File: src/rtl/alu_pkg.sv
// alu_pkg: shared definitions for the multi-cycle ALU.
//   - opcode localparams for the 4-bit alu_ctr field
//   - FSM state encoding
//   - iteration counter width helper ($clog2 of the datapath width)
package alu_pkg;

    localparam logic [3:0] OP_AND   = 4'b0000;
    localparam logic [3:0] OP_OR    = 4'b0001;
    localparam logic [3:0] OP_ADD   = 4'b0010;
    localparam logic [3:0] OP_XOR   = 4'b0011;
    localparam logic [3:0] OP_ANDN  = 4'b0100;
    localparam logic [3:0] OP_ORN   = 4'b0101;
    localparam logic [3:0] OP_SUB   = 4'b0110;
    localparam logic [3:0] OP_XOR2  = 4'b0111;
    localparam logic [3:0] OP_MULTU = 4'b1000;
    localparam logic [3:0] OP_DIVU  = 4'b1001;

    typedef enum logic [0:0] {
        ST_IDLE = 1'b0,
        ST_RUN  = 1'b1
    } state_e;

    // Counter must hold WIDTH-1; $clog2(WIDTH) bits is enough for WIDTH >= 2.
    function automatic int cnt_width(input int width);
        return (width < 2) ? 1 : $clog2(width);
    endfunction

endpackage

File: src/rtl/alu_nbit_comb.sv
// alu_nbit_comb: combinational WIDTH-bit single-cycle ALU datapath.
// Ports:
//   a_i, b_i    operands
//   op_i        alu_ctr[2:0]; bit 2 inverts b and forces carry-in to 1
//   result_o    AND / OR / ADD-SUB / XOR result
//   c_out_o     carry out of the MSB (ADD/SUB only, else 0)
//   overflow_o  carry into MSB xor carry out of MSB (ADD/SUB only, else 0)
module alu_nbit_comb
    import alu_pkg::*;
#(
    parameter int WIDTH = 32
) (
    input  logic [WIDTH-1:0] a_i,
    input  logic [WIDTH-1:0] b_i,
    input  logic [2:0]       op_i,
    output logic [WIDTH-1:0] result_o,
    output logic             c_out_o,
    output logic             overflow_o
);

    logic [WIDTH-1:0] b_eff_s;
    logic [WIDTH-1:0] low_sum_s;   // {carry into MSB, low WIDTH-1 sum bits}
    logic [1:0]       msb_sum_s;   // {carry out, MSB sum bit}
    logic [WIDTH-1:0] sum_s;

    assign b_eff_s   = op_i[2] ? ~b_i : b_i;
    // The adder is split at the MSB so the carry into it is visible for overflow.
    assign low_sum_s = {1'b0, a_i[WIDTH-2:0]} + {1'b0, b_eff_s[WIDTH-2:0]}
                     + {{(WIDTH-1){1'b0}}, op_i[2]};
    assign msb_sum_s = {1'b0, a_i[WIDTH-1]} + {1'b0, b_eff_s[WIDTH-1]}
                     + {1'b0, low_sum_s[WIDTH-1]};
    assign sum_s     = {msb_sum_s[0], low_sum_s[WIDTH-2:0]};

    // Lane select; the XOR lane always uses the uninverted b.
    always_comb begin
        result_o   = {WIDTH{1'b0}};
        c_out_o    = 1'b0;
        overflow_o = 1'b0;
        case ({1'b0, op_i})
            OP_AND, OP_ANDN: result_o = a_i & b_eff_s;
            OP_OR,  OP_ORN:  result_o = a_i | b_eff_s;
            OP_ADD, OP_SUB: begin
                result_o   = sum_s;
                c_out_o    = msb_sum_s[1];
                overflow_o = low_sum_s[WIDTH-1] ^ msb_sum_s[1];
            end
            OP_XOR, OP_XOR2: result_o = a_i ^ b_i;
            default:         result_o = {WIDTH{1'b0}};
        endcase
    end

endmodule

File: src/rtl/alu_mc.sv
// alu_mc: multi-cycle ALU for the EX stage.
// Single-cycle logic ops and ADD/SUB complete one cycle after start; MULTU
// (shift-add) and DIVU (restoring) take one bit per cycle and hold ready low.
// Ports:
//   clk, reset          clock, synchronous active-high reset
//   start, alu_ctr, a, b request and operands, sampled when ready=1
//   ready               idle, start accepted
//   valid               one-cycle pulse when results update
//   r, r_hi             result / MULTU high half or DIVU remainder
//   c_out, overflow     ADD/SUB flags, else 0
//   zero                r == 0
module alu_mc
    import alu_pkg::*;
#(
    parameter int WIDTH = 32
) (
    input  logic             clk,
    input  logic             reset,
    input  logic             start,
    input  logic [3:0]       alu_ctr,
    input  logic [WIDTH-1:0] a,
    input  logic [WIDTH-1:0] b,
    output logic             ready,
    output logic             valid,
    output logic [WIDTH-1:0] r,
    output logic [WIDTH-1:0] r_hi,
    output logic             c_out,
    output logic             overflow,
    output logic             zero
);

    localparam int CNT_W = cnt_width(WIDTH);

    state_e           state_q;
    logic [CNT_W-1:0] cnt_q;
    logic [WIDTH-1:0] hi_q, lo_q, opnd_q;   // accumulator/remainder, multiplier/quotient, multiplicand/divisor
    logic             div_q;
    logic             ready_q, valid_q, c_out_q, ovf_q, zero_q;
    logic [WIDTH-1:0] r_q, r_hi_q;

    logic [WIDTH-1:0] comb_r_s, sc_r_s;
    logic             comb_c_s, comb_v_s, sc_c_s, sc_v_s;
    logic             is_iter_s;
    logic [WIDTH-1:0] cur_hi_s, cur_lo_s, cur_opnd_s;
    logic             cur_div_s;
    logic [WIDTH:0]   add_s;
    logic [WIDTH-1:0] trial_s;
    logic             ge_s;
    logic [WIDTH-1:0] hi_d, lo_d;

    alu_nbit_comb #(.WIDTH(WIDTH)) u_comb (
        .a_i        (a),
        .b_i        (b),
        .op_i       (alu_ctr[2:0]),
        .result_o   (comb_r_s),
        .c_out_o    (comb_c_s),
        .overflow_o (comb_v_s)
    );

    assign is_iter_s = (alu_ctr == OP_MULTU) || (alu_ctr == OP_DIVU);

    // Single-cycle result; reserved codes (bit 3 set, not MULTU/DIVU) give 0.
    always_comb begin
        if (alu_ctr[3]) begin
            sc_r_s = {WIDTH{1'b0}};
            sc_c_s = 1'b0;
            sc_v_s = 1'b0;
        end else begin
            sc_r_s = comb_r_s;
            sc_c_s = comb_c_s;
            sc_v_s = comb_v_s;
        end
    end

    // Iteration source: the first step runs on the start edge straight from the
    // input operands, so WIDTH steps fit in the start edge plus WIDTH-1 RUN cycles.
    always_comb begin
        if (state_q == ST_IDLE) begin
            cur_hi_s   = {WIDTH{1'b0}};
            cur_lo_s   = (alu_ctr == OP_DIVU) ? a : b;
            cur_opnd_s = (alu_ctr == OP_DIVU) ? b : a;
            cur_div_s  = (alu_ctr == OP_DIVU);
        end else begin
            cur_hi_s   = hi_q;
            cur_lo_s   = lo_q;
            cur_opnd_s = opnd_q;
            cur_div_s  = div_q;
        end
    end

    assign add_s   = {1'b0, cur_hi_s} + {1'b0, cur_opnd_s};
    assign ge_s    = {cur_hi_s, cur_lo_s[WIDTH-1]} >= {1'b0, cur_opnd_s};
    // When ge_s holds the difference is below the divisor, so WIDTH bits suffice.
    assign trial_s = {cur_hi_s[WIDTH-2:0], cur_lo_s[WIDTH-1]} - cur_opnd_s;

    // One shift-add or restoring-division step.
    always_comb begin
        if (cur_div_s) begin
            if (ge_s) begin
                hi_d = trial_s;
                lo_d = {cur_lo_s[WIDTH-2:0], 1'b1};
            end else begin
                hi_d = {cur_hi_s[WIDTH-2:0], cur_lo_s[WIDTH-1]};
                lo_d = {cur_lo_s[WIDTH-2:0], 1'b0};
            end
        end else begin
            if (cur_lo_s[0]) begin
                hi_d = add_s[WIDTH:1];
                lo_d = {add_s[0], cur_lo_s[WIDTH-1:1]};
            end else begin
                hi_d = {1'b0, cur_hi_s[WIDTH-1:1]};
                lo_d = {cur_hi_s[0], cur_lo_s[WIDTH-1:1]};
            end
        end
    end

    // FSM, iteration registers and registered outputs.
    always_ff @(posedge clk) begin
        if (reset) begin
            state_q  <= ST_IDLE;
            cnt_q    <= {CNT_W{1'b0}};
            hi_q     <= {WIDTH{1'b0}};
            lo_q     <= {WIDTH{1'b0}};
            opnd_q   <= {WIDTH{1'b0}};
            div_q    <= 1'b0;
            ready_q  <= 1'b1;
            valid_q  <= 1'b0;
            r_q      <= {WIDTH{1'b0}};
            r_hi_q   <= {WIDTH{1'b0}};
            c_out_q  <= 1'b0;
            ovf_q    <= 1'b0;
            zero_q   <= 1'b0;
        end else begin
            valid_q <= 1'b0;
            case (state_q)
                ST_IDLE: begin
                    if (start && is_iter_s) begin
                        state_q <= ST_RUN;
                        cnt_q   <= CNT_W'(WIDTH - 1);
                        hi_q    <= hi_d;
                        lo_q    <= lo_d;
                        opnd_q  <= cur_opnd_s;
                        div_q   <= cur_div_s;
                        ready_q <= 1'b0;
                    end else if (start) begin
                        valid_q <= 1'b1;
                        r_q     <= sc_r_s;
                        r_hi_q  <= {WIDTH{1'b0}};
                        c_out_q <= sc_c_s;
                        ovf_q   <= sc_v_s;
                        zero_q  <= (sc_r_s == {WIDTH{1'b0}});
                    end else begin
                        ready_q <= 1'b1;
                    end
                end
                ST_RUN: begin
                    cnt_q <= cnt_q - CNT_W'(1);
                    hi_q  <= hi_d;
                    lo_q  <= lo_d;
                    if (cnt_q == CNT_W'(1)) begin
                        state_q <= ST_IDLE;
                        ready_q <= 1'b1;
                        valid_q <= 1'b1;
                        r_q     <= lo_d;
                        r_hi_q  <= hi_d;
                        c_out_q <= 1'b0;
                        ovf_q   <= 1'b0;
                        zero_q  <= (lo_d == {WIDTH{1'b0}});
                    end else begin
                        ready_q <= 1'b0;
                    end
                end
                default: begin
                    state_q <= ST_IDLE;
                    ready_q <= 1'b1;
                end
            endcase
        end
    end

    assign ready    = ready_q;
    assign valid    = valid_q;
    assign r        = r_q;
    assign r_hi     = r_hi_q;
    assign c_out    = c_out_q;
    assign overflow = ovf_q;
    assign zero     = zero_q;

endmodule

File: config.mk
export PLATFORM = sky130hd
export DESIGN_NAME = alu_mc
export DESIGN_NICKNAME = d
export VERILOG_FILES = /design/src/rtl/alu_pkg.sv /design/src/rtl/alu_nbit_comb.sv /design/src/rtl/alu_mc.sv
export SDC_FILE = /design/constraint.sdc
export NUM_CORES = 1
export LEC_CHECK = 0
export CAP_MARGIN = 20
export CORE_ASPECT_RATIO = 0.6
export CORE_MARGIN = 1
export CORE_UTILIZATION = 45
export DETAILED_ROUTE_END_ITERATION = 10
export DONT_BUFFER_PORTS = 1
export HOLD_SLACK_MARGIN = 0.02
export PLACE_DENSITY_LB_ADDON = 0.2
export SYNTH_ARGS = -nofsm -noshare
export SYNTH_HDL_FRONTEND = slang
export SYNTH_SLANG_ARGS = --single-unit
File: constraint.sdc
create_clock -name clk -period 8.1 [get_ports clk]
set_clock_uncertainty 0.15 [all_clocks]
set_input_delay 0.81 -clock clk [delete_from_list [all_inputs] [get_ports clk]]
set_output_delay 0.81 -clock clk [all_outputs]
set_load 0.01 [all_outputs]
=== After elaboration in Yosys (flattened, before gate mapping) ===
Index checks and enable logic that the tools add are counted.

* $add $sub $neg: 7
* Order comparisons: 1
* Equal/unequal tests: 15
* Mux-type cells: 54
* Bitwise gates (word level): 6
* Reductions and logical operators: 11

{| class="wikitable"
|+ Operators by type and width
! operator !! number
|-
| 32-bit 2-to-1 mux || 20
|-
| 32-bit one-hot mux with 2 select lines || 4
|-
| 32-bit one-hot mux with 4 select lines || 1
|-
| 32-bit zero test || 2
|-
| 32-bit by 32-bit adder with 33-bit output || 1
|-
| 33-bit by 32-bit greater-or-equal comparator with 1-bit output || 1
|-
| 31-bit by 31-bit adder with 32-bit output || 1
|-
| 32-bit by 1-bit adder with 32-bit output || 1
|-
| 32-bit AND || 1
|-
| 32-bit NOT || 1
|-
| 32-bit bitwise OR || 1
|-
| 32-bit subtractor || 1
|-
| 32-bit bitwise XOR || 1
|-
| 1-bit 2-to-1 mux || 21
|-
| 3-bit equality test, second input constant || 4
|-
| 1-bit one-hot mux with 2 select lines || 6
|-
| 5-bit one-hot mux with 2 select lines || 1
|-
| 4-bit equality test, second input constant || 2
|-
| 2-bit OR reduction || 4
|-
| 3-bit by 2-bit equality test with 1-bit output, second input constant || 2
|-
| 5-bit by 1-bit equality test with 1-bit output, second input constant || 1
|-
| 5-bit 2-to-1 mux || 1
|-
| 5-bit by 1-bit subtractor with 5-bit output, second input constant || 1
|-
| 2-bit by 1-bit inequality test with 1-bit output, second input constant || 2
|-
| 12 further kinds || 13
|}

* Bits in registers: 172
* Bits of input ports: 71
* Output and inout bits: 69
* Logic and storage cells: 107

=== Longest topological paths before layout ===
* Depth in word-level cells: 11
* Gate-level depth with buffers: 23

=== By module ===
Synthesis repeated with hierarchy kept, for this count alone.

* Cell total of the unflattened synthesis: 2,369
* Area, all modules: 16,925.0 µm²

{| class="wikitable"
|+ Modules (own cells, without submodules)
! module !! instances !! cells each !! area an instance (µm²) !! seq. area each (µm²)
|-
| alu_mc || 1 || 1,819 || 13,165.1 || 3,443.3
|-
| alu_nbit_comb || 1 || 550 || 3,759.9 || 0.0
|}

=== Least setup slack after synthesis ===
OpenSTA, ideal clock, no wires.

* Kind: input to register
* Start: input port alu_ctr[2]
* End: register zero_q, in the netlist zero
* Library setup time: 0.071 ns
* Arrival: 5.754 ns
* Required time: 7.879 ns
* Path slack: 2.126 ns
* Stages: 22
* Path buffers: 3
* Path through: buf_2 -> buf_1 -> xor2_1 -> inv_1 -> ha_1 -> clkbuf_1 -> and4_1 -> nand3_1 -> or3_1 -> a21oi_2 -> o21ai_0 -> a21oi_1 -> o41ai_1 -> fa_1 -> a221o_1 -> a21oi_1 -> nor2_1 -> nand3_1 -> or4_1 -> or4_1 -> nor4_1 -> o2bb2ai_1

* Cells in the longest elaborated chain, start to end: 10
* Elaborated cells between the ends (all ways): 43
* Those cells by class: 5 x add/sub; 1 x order compare; 10 x eq/ne; 15 x mux; 2 x bitwise; 10 x reduce/logical

{| class="wikitable"
|+ RTL lines
! what !! RTL line !! RTL
|-
| start, declared || alu_mc.sv:20 || <nowiki>input logic [3:0] alu_ctr,</nowiki>
|-
| 32-bit 2-to-1 mux || alu_nbit_comb.sv:26 || <nowiki>assign b_eff_s = op_i[2] ? ~b_i : b_i;</nowiki>
|-
| 31-bit by 31-bit adder with 32-bit output || alu_nbit_comb.sv:28 || <nowiki>assign low_sum_s = {1'b0, a_i[WIDTH-2:0]} + {1'b0, b_eff_s[WIDTH-2:0]}</nowiki>
|-
| 32-bit by 1-bit adder with 32-bit output || alu_nbit_comb.sv:29 || <nowiki>+ {{(WIDTH-1){1'b0}}, op_i[2]};</nowiki>
|-
| 2-bit by 1-bit adder with 2-bit output || alu_nbit_comb.sv:31 || <nowiki>+ {1'b0, low_sum_s[WIDTH-1]};</nowiki>
|-
| 32-bit one-hot mux with 4 select lines || alu_nbit_comb.sv:39 || <nowiki>case ({1'b0, op_i})</nowiki>
|-
| 32-bit 2-to-1 mux || alu_mc.sv:64 || <nowiki>if (alu_ctr[3]) begin</nowiki>
|-
| 32-bit zero test || alu_mc.sv:151 || <nowiki>zero_q <= (sc_r_s == {WIDTH{1'b0}});</nowiki>
|-
| 1-bit 2-to-1 mux || alu_mc.sv:145 || <nowiki>end else if (start) begin</nowiki>
|-
| 1-bit 2-to-1 mux || alu_mc.sv:137 || <nowiki>if (start && is_iter_s) begin</nowiki>
|-
| 1-bit one-hot mux with 2 select lines || alu_mc.sv:135 || <nowiki>case (state_q)</nowiki>
|-
| end signal, assigned || alu_mc.sv:151 ||
|-
| end signal, assigned || alu_mc.sv:168 || <nowiki>zero_q <= (lo_d == {WIDTH{1'b0}});</nowiki>
|-
| end, declared || alu_mc.sv:38 || <nowiki>logic ready_q, valid_q, c_out_q, ovf_q, zero_q;</nowiki>
|}

Several ways; a longest one is shown, not always the timed one. The select of a mux whose other input is x is not followed.
A chain may end at the register's enable or synchronous reset.

=== Worst setup path after layout ===
Same ends and word-level chain as after synthesis.

==> qor.tcl <==
set qor(run_status) {finished clean}
set qor(peak_ir_drop_on_the_vdd_network_mv) 0.143
set qor(finalWeightedCongestion) 1.02
set qor(maxSlewHeadroom_pct) 20.9
set qor(clkSlewWorstSetupHoldPaths_ps) 80
set qor(post_synth.cell_area_avg_um2) 7.16
set qor(clk_root_buffer_cell) {sky130_fd_sc_hd__clkbuf_16}
set qor(post_route_cells_drive_above_1_share_pct) 5.44
set qor(fill_cells) 3655
set qor(synth_nets) 2521
set qor(clock.fmax_ghz) 0.158
set qor(clk_latency_ps) 470
set qor(wl_um) 65700
set qor(design_power_total_uw) 2570
set qor(io-pin-count) 140
set qor(clock_path_buffers) 2
set qor(holdCritPathClass) {input pin to flip-flop}
set qor(required_ps) 8350
set qor(hold_start) {reset}
set qor(critical_path_peak_fanout) 39
set qor(inserted_clock_buffers) 17
set qor(worst-endpoint-arrival_ps) 6590
set qor(height_of_the_die_um) 151
set qor(floorplan.core_area_mm2) 0.0363
set qor(synthesis.area_mm2) 0.0166
set qor(design.die.area_mm2) 0.0377
set qor(p_leak_uw) 0.00729
set qor(min_to) {hi_q[12]}
set qor(tritoncts) {built}
set qor(r2r_cells) 15
set qor(timing.rr.start) {state_q}
set qor(timing.rr.end) {hi_q[28]}
set qor(rows) 54
set qor(ctsHtreeMaxLevel) 4
set qor(max-cap-violations) 0
set qor(grt_start_max_net_pins) 139
set qor(pwr_density_mw_per_mm2) 148
set qor(ys_seq_elements) 172
set qor(grt.overflow.total) 0
set qor(report.final.slew_viol_count) 0
set qor(layout_min_cycle_time_ps) 6340
set qor(timing.hold.worst_path_depth) 1
set qor(fp.dieW_um) 250
set qor(cts_resized) 0
set qor(route.detailed.wl_per_inst_um) 24.3
set qor(ff_latch_area_mm2) 0.00345
set qor(grt_pass1_wl_um) 98000
set qor(start_util_pct) 45.7
set qor(synth-edff-count) 0
set qor(report.final.setup_viol) 0
set qor(synthToLayoutAreaGrowth_pct) 4.93
set qor(multi_input_area_mm2) 0.0121
set qor(synth_cells) 2319
set qor(antenna_found_initial) 5
set qor(synth_cell_types) 88
set qor(report.final.hold_viol_count) 0
set qor(clkSinkCount) 172
set qor(setup.reg_to_reg.worst_slack_ps) 1780
set qor(critical_path_class) {input pin to flip-flop}
set qor(critical_path.startpoint_type) {input pin}
set qor(setup_total_negative_slack_ps) 0
set qor(detail_route.drc_violations) 0
set qor(async_reset_ff_share_pct) 0
set qor(dp_hpwl_um) 50100
set qor(layout.core_utilization_pct) 47.9
set qor(antenna_left) 0
set qor(worst_slew_pin_slew_ps) 1170
set qor(drt_iter0_drc) 2014
set qor(drt_pre_antenna_iters) 5
set qor(critPathMaxStageDelay_ps) 660
set qor(route.vias.total) 17310
set qor(port-buffer-count) 0
set qor(gr-usage-all-layers_pct) 34.4
set qor(cp_cell_sequence) {xor2_1 > inv_1 > ha_1 > nand3_1 > o22ai_2 > a41oi_2 > or3_1 > a21oi_2 > o21ai_0 > a21oi_1 > o41ai_1 > buf_2 > fa_1 > a221o_1 > a21oi_1 > nor2_1 > nand3_1 > or4_1 > or4_1 > nor4_1 > o2bb2ai_1}
set qor(worstSetupEndpointType) {flip-flop}
set qor(cts.hold.buffers_added) 0
set qor(post_drt_via_cell_ratio) 6.40
set qor(rsz0062_at_grt) {no}
set qor(design.final.nets) 2415
set qor(ys.warnings.count) 0
set qor(cts_post_setup_buffers_inserted) 0
set qor(synth_flop_cell) {sky130_fd_sc_hd__dfxtp_1}
set qor(grt_pass1_vias) 15411
set qor(cpMaxStageDelayCell) {sky130_fd_sc_hd__or4_1}
set qor(min_period_over_period_pct) 78.3
set qor(sequential_share_of_the_synthesized_area_pct) 20.7
-- cells by family (layout without fill, tap and decap cells) --
family,count (synthesis),in the layout,synth area share [%]
AO/OA/AOI/OAI,720,720,28.4
XOR/XNOR,127,127,6.70
adder cells (fa/ha/maj),132,132,10.1
buffers and inverters,295,202,6.91
flip-flops,172,172,20.7
multiplexers,88,88,5.96
other,0,1,0
AND/OR/NAND/NOR,785,785,21.2
-- cell usage in the layout, fill, tap and decap left out, types with 16 or more instances in the layout --
cell / Yosys / final
sky130_fd_sc_hd__nor3_1: 50 / 49
sky130_fd_sc_hd__nand2_1: 289 / 288
sky130_fd_sc_hd__a21oi_1: 199 / 198
sky130_fd_sc_hd__nor2_1: 251 / 250
sky130_fd_sc_hd__a21o_1: 31 / 31
sky130_fd_sc_hd__buf_4: 4 / 28
sky130_fd_sc_hd__and2_1: 38 / 38
sky130_fd_sc_hd__and3_1: 16 / 16
sky130_fd_sc_hd__o21ai_0: 150 / 149
sky130_fd_sc_hd__a211oi_1: 66 / 66
sky130_fd_sc_hd__mux2_2: 17 / 17
sky130_fd_sc_hd__ha_1: 127 / 127
sky130_fd_sc_hd__inv_1: 139 / 139
sky130_fd_sc_hd__a221oi_1: 17 / 17
sky130_fd_sc_hd__nand2b_1: 17 / 17
sky130_fd_sc_hd__o21bai_1: 16 / 16
sky130_fd_sc_hd__o21a_1: 20 / 20
sky130_fd_sc_hd__nand4_1: 25 / 25
sky130_fd_sc_hd__clkbuf_16: 0 / 17
sky130_fd_sc_hd__xnor2_1: 51 / 51
sky130_fd_sc_hd__o211ai_1: 29 / 29
sky130_fd_sc_hd__dfxtp_1: 172 / 170
sky130_fd_sc_hd__nand3_1: 32 / 32
sky130_fd_sc_hd__o21ai_1: 20 / 20
sky130_fd_sc_hd__mux2i_1: 64 / 64
sky130_fd_sc_hd__xor2_1: 76 / 76
-- worst max-delay path by stage --
| stage | start | end | slack, ps | cells after the start |
|---|---|---|---|---|
| final | alu_ctr[2] | zero | 1760 | 21 |
| after global routing | state_q | hi_q[16] | 1450 | 15 |
| after CTS | alu_ctr[2] | zero | 1740 | 20 |
| after detailed placement | alu_ctr[2] | zero | 1320 | 20 |
| after global placement | alu_ctr[2] | zero | 1350 | 20 |
| after floorplan | alu_ctr[2] | zero | 2130 | 22 |
-- synth_stat cells (9+ instances only) --
master | count | area, µm²
sky130_fd_sc_hd__mux2i_1 | 64 | 641
sky130_fd_sc_hd__and3_1 | 16 | 100
sky130_fd_sc_hd__inv_1 | 139 | 522
sky130_fd_sc_hd__a211o_1 | 9 | 78.8
sky130_fd_sc_hd__o21a_1 | 20 | 150
sky130_fd_sc_hd__o21ai_1 | 20 | 100
sky130_fd_sc_hd__nand3_1 | 32 | 160
sky130_fd_sc_hd__xnor2_1 | 51 | 447
sky130_fd_sc_hd__or3_1 | 10 | 62.6
sky130_fd_sc_hd__a211oi_1 | 66 | 495
sky130_fd_sc_hd__nand4_1 | 25 | 156
sky130_fd_sc_hd__nor3_1 | 50 | 250
sky130_fd_sc_hd__mux2_2 | 17 | 191
sky130_fd_sc_hd__a222oi_1 | 12 | 120
sky130_fd_sc_hd__o211ai_1 | 29 | 218
sky130_fd_sc_hd__clkbuf_1 | 125 | 469
sky130_fd_sc_hd__o21bai_1 | 16 | 120
sky130_fd_sc_hd__nor2b_1 | 13 | 81.3
sky130_fd_sc_hd__a21boi_0 | 13 | 97.6
sky130_fd_sc_hd__ha_1 | 127 | 1590
sky130_fd_sc_hd__dfxtp_1 | 172 | 3440
sky130_fd_sc_hd__o31ai_1 | 13 | 97.6
sky130_fd_sc_hd__nor4_1 | 14 | 87.6
sky130_fd_sc_hd__buf_1 | 15 | 56.3
sky130_fd_sc_hd__a221oi_1 | 17 | 149
sky130_fd_sc_hd__nor2_1 | 251 | 942
sky130_fd_sc_hd__o22ai_1 | 10 | 62.6
sky130_fd_sc_hd__xor2_1 | 76 | 666
sky130_fd_sc_hd__a22oi_1 | 11 | 82.6
sky130_fd_sc_hd__nand2b_1 | 17 | 106
sky130_fd_sc_hd__and2_1 | 38 | 238
sky130_fd_sc_hd__o21ai_0 | 150 | 751
sky130_fd_sc_hd__a21o_1 | 31 | 233
sky130_fd_sc_hd__nand2_1 | 289 | 1080
sky130_fd_sc_hd__a21oi_1 | 199 | 996
-- layout make-up --
class                           count  share of cell area, %
Multi-Input combinational cell   1852                   69.3
Sequential cell                   172                   19.8
Tap cell                          476                   3.42
Inverter                          141                   3.04
Clock buffer                       17                   2.44
Timing Repair Buffer               29                   1.24
Clock inverter                     15                  0.790
Antenna cell                        1                 0.0144
-- registers in the layout (all words and copies together), names as in the netlist, 5 cells and up --
register  flops
hi_q         32
cnt_q         5
opnd_q       32
r            32
lo_q         32
r_hi         32
-- routing by layer --
metal  share of wire, %  global-route usage [%]
met1                 47                    51.1
met2                 38                    46.9
met3                 13                    11.0
met4                1.8                    8.37
met5              0.020                       0
-- critical path: cells and delay by family --
family | cells | cell delay [ps]
AND/OR/NAND/NOR | 7 | 2560
AO/OA/AOI/OAI | 9 | 1840
adder cells (fa/ha/maj) | 2 | 890
buffers and inverters | 2 | 250
XOR/XNOR | 1 | 210
-- power breakdown --
group / leakage [µW] / internal [µW] / switching (µW)
clock: 0.000277 / 406 / 429
sequential: 0.00140 / 888 / 48.0
combinational: 0.00561 / 287 / 514
-- through the flow --
stage,worst slack (ps),instances,hold slack (ps),area (µm²)
after floorplan,2130,2319,284,16600
after global placement,1350,2669,286,16800
after detailed placement,1320,2669,304,16800
after CTS,1740,2701,258,17400
after global routing,1450,2702,266,17400
final,1760,2703,274,17400
No activity file was read; power rests on OpenSTA's default activity.
